==> config.mk <==
export PLATFORM = sky130hd
export DESIGN_NAME = ram_sp_clr
export DESIGN_NICKNAME = d
export VERILOG_FILES = /design/src/rtl/ram_pkg.sv /design/src/rtl/ram_rd_pipe.sv /design/src/rtl/ram_sp_clr.sv
export SDC_FILE = /design/constraint.sdc
export NUM_CORES = 1
export LEC_CHECK = 0
export ABC_AREA = 0
export CAP_MARGIN = 15
export CORE_UTILIZATION = 55
export CTS_CLUSTER_SIZE = 30
export DETAILED_ROUTE_END_ITERATION = 6
export GPL_ROUTABILITY_DRIVEN = 0
export GPL_TIMING_DRIVEN = 0
export PLACE_DENSITY = 0.76
export SLEW_MARGIN = 10
export SYNTH_ARGS = -nofsm -noshare
export SYNTH_HDL_FRONTEND = slang
export SYNTH_SLANG_ARGS = --single-unit
==> constraint.sdc <==
create_clock -name rw_clk_i -period 2.9 [get_ports rw_clk_i]
set_clock_uncertainty 0.05 [all_clocks]
set_input_delay 0.29 -clock rw_clk_i [delete_from_list [all_inputs] [get_ports rw_clk_i]]
set_output_delay 0.29 -clock rw_clk_i [all_outputs]
set_load 0.02 [all_outputs]
==> src/rtl/ram_pkg.sv <==
// ram_pkg: shared types for the sweep-clearable single-port RAM.
package ram_pkg;
    typedef enum logic [1:0] {
        READ_FIRST,
        WRITE_FIRST,
        NO_CHANGE
    } rdw_mode_t;

    typedef enum logic {
        IDLE,
        CLEAR
    } clr_state_t;
endpackage

==> src/rtl/ram_rd_pipe.sv <==
// ram_rd_pipe: read result pipeline OUT_REG stages deep; data holds between results.
module ram_rd_pipe #(
    parameter int WIDTH   = 32,
    parameter int OUT_REG = 1
) (
    input  logic             i_clk,
    input  logic             i_rst,
    input  logic             i_valid,
    input  logic [WIDTH-1:0] i_data,
    output logic             o_valid,
    output logic [WIDTH-1:0] o_data
);
    if (OUT_REG == 0) begin : g_comb
        logic [WIDTH-1:0] r_hold;
        always_ff @(posedge i_clk) begin
            if (i_rst) r_hold <= '0;
            else if (i_valid) r_hold <= i_data;
        end
        assign o_valid = i_valid;
        assign o_data  = i_valid ? i_data : r_hold;
    end else begin : g_reg
        logic [OUT_REG-1:0] r_v;
        logic [WIDTH-1:0]   r_d [OUT_REG];
        always_ff @(posedge i_clk) begin
            if (i_rst) begin
                r_v <= '0;
                for (int i = 0; i < OUT_REG; i++) r_d[i] <= '0;
            end else begin
                r_v[0] <= i_valid;
                if (i_valid) r_d[0] <= i_data;
                for (int i = 1; i < OUT_REG; i++) begin
                    r_v[i] <= r_v[i-1];
                    if (r_v[i-1]) r_d[i] <= r_d[i-1];
                end
            end
        end
        assign o_valid = r_v[OUT_REG-1];
        assign o_data  = r_d[OUT_REG-1];
    end
endmodule

==> src/rtl/ram_sp_clr.sv <==
// ram_sp_clr: single-port byte-enabled RAM with a one-word-per-cycle clear sweep
// and configurable read latency and read-during-write behaviour.
module ram_sp_clr
    import ram_pkg::*;
#(
    parameter int               WIDTH      = 32,
    parameter int               DEPTH      = 16,
    parameter int               BYTE_W     = 8,
    parameter int               OUT_REG    = 1,
    parameter rdw_mode_t        RDW_MODE   = READ_FIRST,
    parameter logic [WIDTH-1:0] CLR_VAL    = '0,
    parameter logic             CLR_ON_RST = 1'b1
) (
    input  logic                       rw_clk_i,
    input  logic                       rw_rst_i,
    input  logic                       clr_i,
    output logic                       busy_o,
    input  logic                       wr_en_i,
    input  logic [WIDTH-1:0]           wr_data_i,
    input  logic [WIDTH/BYTE_W-1:0]    wr_byte_en_i,
    input  logic [$clog2(DEPTH)-1:0]   rw_addr_i,
    input  logic                       rd_en_i,
    output logic [WIDTH-1:0]           rd_data_o,
    output logic                       rd_valid_o
);
    localparam int AW = $clog2(DEPTH);
    localparam int NB = WIDTH / BYTE_W;

    if (WIDTH % BYTE_W != 0) begin : g_bad_lane
        $error("ram_sp_clr: WIDTH must be a multiple of BYTE_W");
    end
    if (OUT_REG < 0 || OUT_REG > 2) begin : g_bad_lat
        $error("ram_sp_clr: OUT_REG must be 0, 1 or 2");
    end

    clr_state_t       r_state;
    logic [AW-1:0]    r_cnt;
    logic [WIDTH-1:0] r_mem [DEPTH];
    logic             w_busy, w_wr, w_rd, w_rd_ok;
    logic [WIDTH-1:0] w_old, w_merged, w_rd_data;

    assign w_busy = (r_state == CLEAR);
    assign busy_o = w_busy;
    assign w_wr   = wr_en_i && !w_busy;
    assign w_rd   = rd_en_i && !w_busy;
    assign w_old  = r_mem[rw_addr_i];

    for (genvar k = 0; k < NB; k++) begin : g_lane
        assign w_merged[k*BYTE_W +: BYTE_W] = wr_byte_en_i[k] ? wr_data_i[k*BYTE_W +: BYTE_W]
                                                              : w_old[k*BYTE_W +: BYTE_W];
    end

    // Read and write share one address, so any overlap is a read-during-write.
    assign w_rd_ok   = w_rd && !(RDW_MODE == NO_CHANGE && w_wr);
    assign w_rd_data = (RDW_MODE == WRITE_FIRST && w_wr) ? w_merged : w_old;

    always_ff @(posedge rw_clk_i) begin
        if (rw_rst_i) begin
            r_state <= CLR_ON_RST ? CLEAR : IDLE;
            r_cnt   <= '0;
        end else if (clr_i) begin
            r_state <= CLEAR;
            r_cnt   <= '0;
        end else if (r_state == CLEAR) begin
            r_cnt <= r_cnt + AW'(1);
            if (r_cnt == AW'(DEPTH - 1)) begin
                r_state <= IDLE;
                r_cnt   <= '0;
            end
        end
    end

    always_ff @(posedge rw_clk_i) begin
        if (w_busy) r_mem[r_cnt] <= CLR_VAL;
        else if (w_wr) r_mem[rw_addr_i] <= w_merged;
    end

    ram_rd_pipe #(
        .WIDTH   (WIDTH),
        .OUT_REG (OUT_REG)
    ) u_rd_pipe (
        .i_clk   (rw_clk_i),
        .i_rst   (rw_rst_i),
        .i_valid (w_rd_ok),
        .i_data  (w_rd_data),
        .o_valid (rd_valid_o),
        .o_data  (rd_data_o)
    );
endmodule

### Yosys cells after proc, flatten, opt, wreduce, memory -nomap -nowiden

Memory sizes are Yosys's and may differ from the RTL's.
Cells that the tools add are included.

| operators by class | value |
|---|---|
| add/subtract/negate cells | 1 |
| bitwise operators | 0 |
| reduce and logical (&&, ||, !) cells | 6 |
| muxes and demuxes | 22 |
| divide/modulo/power cells | 0 |
| equality and inequality tests | 1 |
| multiply operators | 0 |
| $lt $le $gt $ge | 0 |
| shift-type cells | 0 |

Operator list:

| cell | count |
|---|---|
| 32-bit two-way mux | 2 |
| 32-bit OR reduction | 2 |
| 8-bit two-way mux | 4 |
| 1-bit two-way mux | 14 |
| 4-bit two-way mux | 2 |
| 4-bit by 1-bit adder with 4-bit output, second input constant | 1 |
| 4-bit equality test, second input constant | 1 |
| 1-bit logical AND | 2 |
| 2-bit OR reduction | 1 |
| 1-bit zero test | 1 |

| word-level totals | value |
|---|---|
| ROM bits | 0 |
| memory bits (writable) | 544 |
| bits of input ports | 45 |
| memories kept | 2 |
| register bits after elaboration | 6 |
| output and inout port bits | 34 |
| logic and storage cells | 35 |
| bits in latches | 0 |

Memories:

| name | depth | bits a word | read ports | clocked after memory_dff | wr ports | RTL line | RTL |
|---|---|---|---|---|---|---|---|
| r_mem | 16 | 32 | 1 | 0 | 1 | ram_sp_clr.sv:38 | `logic [WIDTH-1:0] r_mem [DEPTH];` |
| u_rd_pipe.g_reg.r_d | 1 | 32 | 1 | 0 | 1 | ram_rd_pipe.sv:23 | `logic [WIDTH-1:0] r_d [OUT_REG];` |

### Logic depth before layout (Yosys ltp)

| depth | value |
|---|---|
| depth after elaboration | 7 |
| gate-level depth with buffers | 8 |
| gate-level depth less buffers | 5 |

### Modules after synthesis

A second synthesis with hierarchy kept.

| second synthesis, totals | value |
|---|---|
| cell total of the unflattened synthesis | 1095 |
| area total of the unflattened synthesis | 21866.0 sq um |

Modules (own cells, without submodules):

| module | area an instance (sq um) | times used | sequential area each (sq um) | cells each |
|---|---|---|---|---|
| ram_sp_clr | 20551.0 | 1 | 15474.8 | 1022 |
| ram_rd_pipe | 1315.0 | 1 | 980.9 | 73 |

### Worst setup path after synthesis

OpenSTA, ideal clock, no wires.

| path | value |
|---|---|
| kind | input to register |
| start point | input port rw_addr_i[1] |
| end point | memory r_mem[8][0], enable pin |
| data required time | 2429 ps |
| path buffers | 3 |
| stages on the path | 6 |
| path slack | -167 ps |
| setup time | 421 ps |
| arrival | 2595 ps |
| cell sequence | buf_6 > buf_6 > nor2_1 > clkbuf_1 > a21oi_1 > nor2_1 |

| on the way | value |
|---|---|
| word-level cells in the longest chain between the ends | 1 |

RTL lines:

| what | RTL line | RTL |
|---|---|---|
| start, declared | ram_sp_clr.sv:21 | `input logic [$clog2(DEPTH)-1:0] rw_addr_i,` |
| 4-bit two-way mux (no source line) | -- |  |
| end, declared | ram_sp_clr.sv:38 |  |

Every way passes these cells.

### Worst setup path in the final report

| path | value |
|---|---|
| start point | input port rw_addr_i[0] |
| end point | memory r_mem[2][25] (data pin) |

| on the way | value |
|---|---|
| word-level cells in the longest chain between the ends | 3 |

RTL lines:

| what | RTL line | RTL |
|---|---|---|
| memory 16 x 32 bit | -- |  |
| 8-bit two-way mux | ram_sp_clr.sv:49 | `assign w_merged[k*BYTE_W +: BYTE_W] = wr_byte_en_i[k] ? wr_data_i[k*BYTE_W +: BYTE_W]` |
| 32-bit two-way mux (no source line) | -- |  |

Every way passes these cells.

==> impl_metrics.ini <==
[setup_path]
crit_arrival_ns = 3.02
cp-start-kind = input pin
critPathKind = in -> reg
cp.required_ns = 3.13
cp_max_fo = 16
end_kind = flop

[synth]
syn_area_mm2 = 0.0216
yosysWarnings = 0
syn_avg_cell_area_um2 = 19.6
synth_top_family_by_area = multiplexers
synth.top_cell.area_share = 0.757
synth.distinct_cells = 34
synth_xor_area_frac = 0.000406
ys_ff_latch = 550
ys_seq_area_frac = 0.763
synth-compound-area-share = 0.0522
yosys.area_share.simple = 0.0151
synth_cells = 1100
ys_top_cells_by_area = edfxtp_1 76%, mux2i_1 5.9%, mux4_1 5.6%
synthAdderAreaFrac = 0.000580
synthMuxAreaShare = 0.151
synth_nets = 1146
yosysTopAreaCell = edfxtp_1

[clocking]
cts_tree = done
clock_latency_ns = 0.58
cts-root-buf = clkbuf_16
cts.clk_slew.worst_paths_ns = 0.06
cts_buffer_depth = 3
postCtsHoldBufs = 0
cts_num_sinks = 550
cts_made_buffers = 52
htree_levels = 2

[power]
p_total_mw = 16.1
pwr_density_cell_mw_per_mm2 = 624
p_leak_nw = 9.22
vdd_drop_max_mv = 0.542

[grt]
grt-ovfl-total = 0
grt_usage = 0.253
grt_pass1_wl_mm = 71.9
antenna_found_initial = 0
grt_pass1_vias = 11600
grt_max_degree = 23

[sta]
setup_viol = 0
slew_viol_final = 0
relSlewSlack = 0.207
min_period_over_period = 0.964
setup_ws_ns = 0.104
worstMarginPinSlew_ns = 1.19
layout_min_cycle_time_ns = 2.80
hold_viol = 0
fmaxAchievable_ghz = 0.358

[route]
routed_wl_mm = 49.4
drc = 3
firstDrtPassIters = 7
via_count = 11500
drtIter0Drc = 1183
ant_nets = 0
vias_per_cell = 6.31
wl_per_cell_um = 27.2

[worst_hold_path]
hold_class = in -> reg

[layout]
area_delta_synth_final_pct = 19.6
final_area_mm2 = 0.0258
drive_above_1_share = 0.183
fillers = 2417
nets = 1310
num_antenna_cells = 0

[floorplan]
ios = 79
initial_core_util = 0.558
design.core.area_mm2 = 0.0386
die_h_um = 200
die_area_mm2 = 0.0400
die_w_um = 200
rows = 72

[placement]
placed_cell_area_mm2 = 0.0235
io_buffers = 75
dp_hpwl_mm = 31.1
dp_slack_ns = -1.03

[run_status]
run_status = finished with violations
violations = DRC

[run]
cap_violations = 0
[cells in the final DEF (no fill, tap or decap), types with 3 or more instances in the layout]
master           synthesis  routed
nor3_1                   5       5
mux2i_1                127     127
clkbuf_16                0      53
edfxtp_1               544     544
nand2_1                  3       3
buf_16                   0      12
clkdlybuf4s50_1          0      75
o21ai_0                 34      34
a222oi_1                31      31
a31oi_1                  4       3
nor2_1                  52      36
a21oi_4                  0      21
dfxtp_1                  6       6
bufinv_16                0       5
clkinv_1                 0      12
mux4_2                  19      19
nor2b_1                  5       5
clkbuf_4                 1       3
buf_12                   0      21
a22oi_1                 33      31
nor2_4                   0      16
mux2_2                  32      32
inv_1                    8       8
buf_4                    4       6
a21oi_2                  0      12
mux4_1                  46      46
clkbuf_2                 0       3
a21oi_1                 66      33
buf_2                   13      11
buf_6                    8       8
clkinv_2                 0       9
clkbuf_1                41      50
[timing repair]
| action | CTS | global route |
|---|---|---|
| setup endpoints to repair | 938 | 507 |
| gates resized for setup | 37 | 27 |
| buffers inserted | 13 | 5 |
| hold endpoints to repair | 0 | 0 |
| pin swaps | 13 | 3 |
[synth_stat cells (all sizes together)]
library cell,number
and3,1
or2,1
nor3,5
a22oi,33
nand2,3
dfxtp,6
nand3,2
mux2,32
nand2b,3
a222oi,31
nor2b,5
o21ai,34
mux4,65
and2,1
a2bb2oi,1
nor2,52
buf,26
o31a,1
edfxtp,544
a32oi,2
clkbuf,42
inv,8
xnor2,1
ha,1
a211o,1
a21oi,66
a31oi,4
nor3b,2
mux2i,127
[power breakdown]
group | total, mW | internal, mW | switching (mW)
sequential | 8.72 | 8.70 | 0.0228
combinational | 0.828 | 0.347 | 0.481
clock | 6.56 | 3.78 | 2.78
[cells by family after synthesis]
group,Yosys count
flops,550
mux,224
compound gates,173
buf+inv,76
simple gates,75
xor+xnor,1
fa+ha+maj,1
[sequential cells by signal, summed over array words and instances, names as in the netlist]
signal / flops
r_mem: 512
r_cnt: 4
u_rd_pipe.g_reg.r_d: 32
busy_o: 1
u_rd_pipe.o_valid: 1
[per-layer routing]
| metal | vias up | share of wire | track usage |
|---|---|---|---|
| met5 | - | 0 | 0 |
| li1 | 4903 | - | - |
| met3 | 99 | 0.080 | 0.0491 |
| met2 | 596 | 0.51 | 0.425 |
| met4 | 0 | 0.029 | 0.0865 |
| met1 | 5887 | 0.39 | 0.333 |
[final cells by class]
class / count / area (µm²) / share of cell area
repair buffers: 110 / 1520 / 0.0588
flip-flops and latches: 550 / 16500 / 0.638
clock buffers: 65 / 1370 / 0.0531
inverters: 8 / 30.0 / 0.00116
well taps: 518 / 648 / 0.0251
multi-input cells: 474 / 5170 / 0.200
clock inverters: 28 / 258 / 0.00999
plain buffers: 68 / 359 / 0.0139
[metrics by stage]
stage / setup TNS [ns] / hold slack, ns / util / std cells
5_1_grt: -0.000474 / 0.337 / 0.668 / 1821
6_report: 0 / 0.355 / 0.668 / 1821
3_3_place_gp: -1500.02 / 0.530 / 0.595 / 1693
4_1_cts: 0 / 0.340 / 0.661 / 1816
3_5_place_dp: -793.92 / 0.545 / 0.609 / 1710
2_1_floorplan: -41.92 / 0.315 / - / 1100
[path summary, 6_finish.rpt]
path / from / to / slack (ns) / cells past startpoint
setup / recovery: rw_addr_i[0] / r_mem[2][25] / 0.10 / 7
setup reg to reg: busy_o / r_mem[11][13] / 0.22 / 6
hold / removal: clr_i / r_cnt[2] / 0.36 / 2
hold reg to reg: r_cnt[2] / busy_o / 0.58 / 2
[worst max-delay path, stage by stage]
cell and delay [ns]:
clkdlybuf4s50_1 0.56, buf_2 0.36, nor2_1 0.18, clkbuf_2 0.32, a222oi_1 0.51, a22oi_1 0.19, a21oi_2 0.60
No activity file was read; power rests on OpenSTA's default activity.
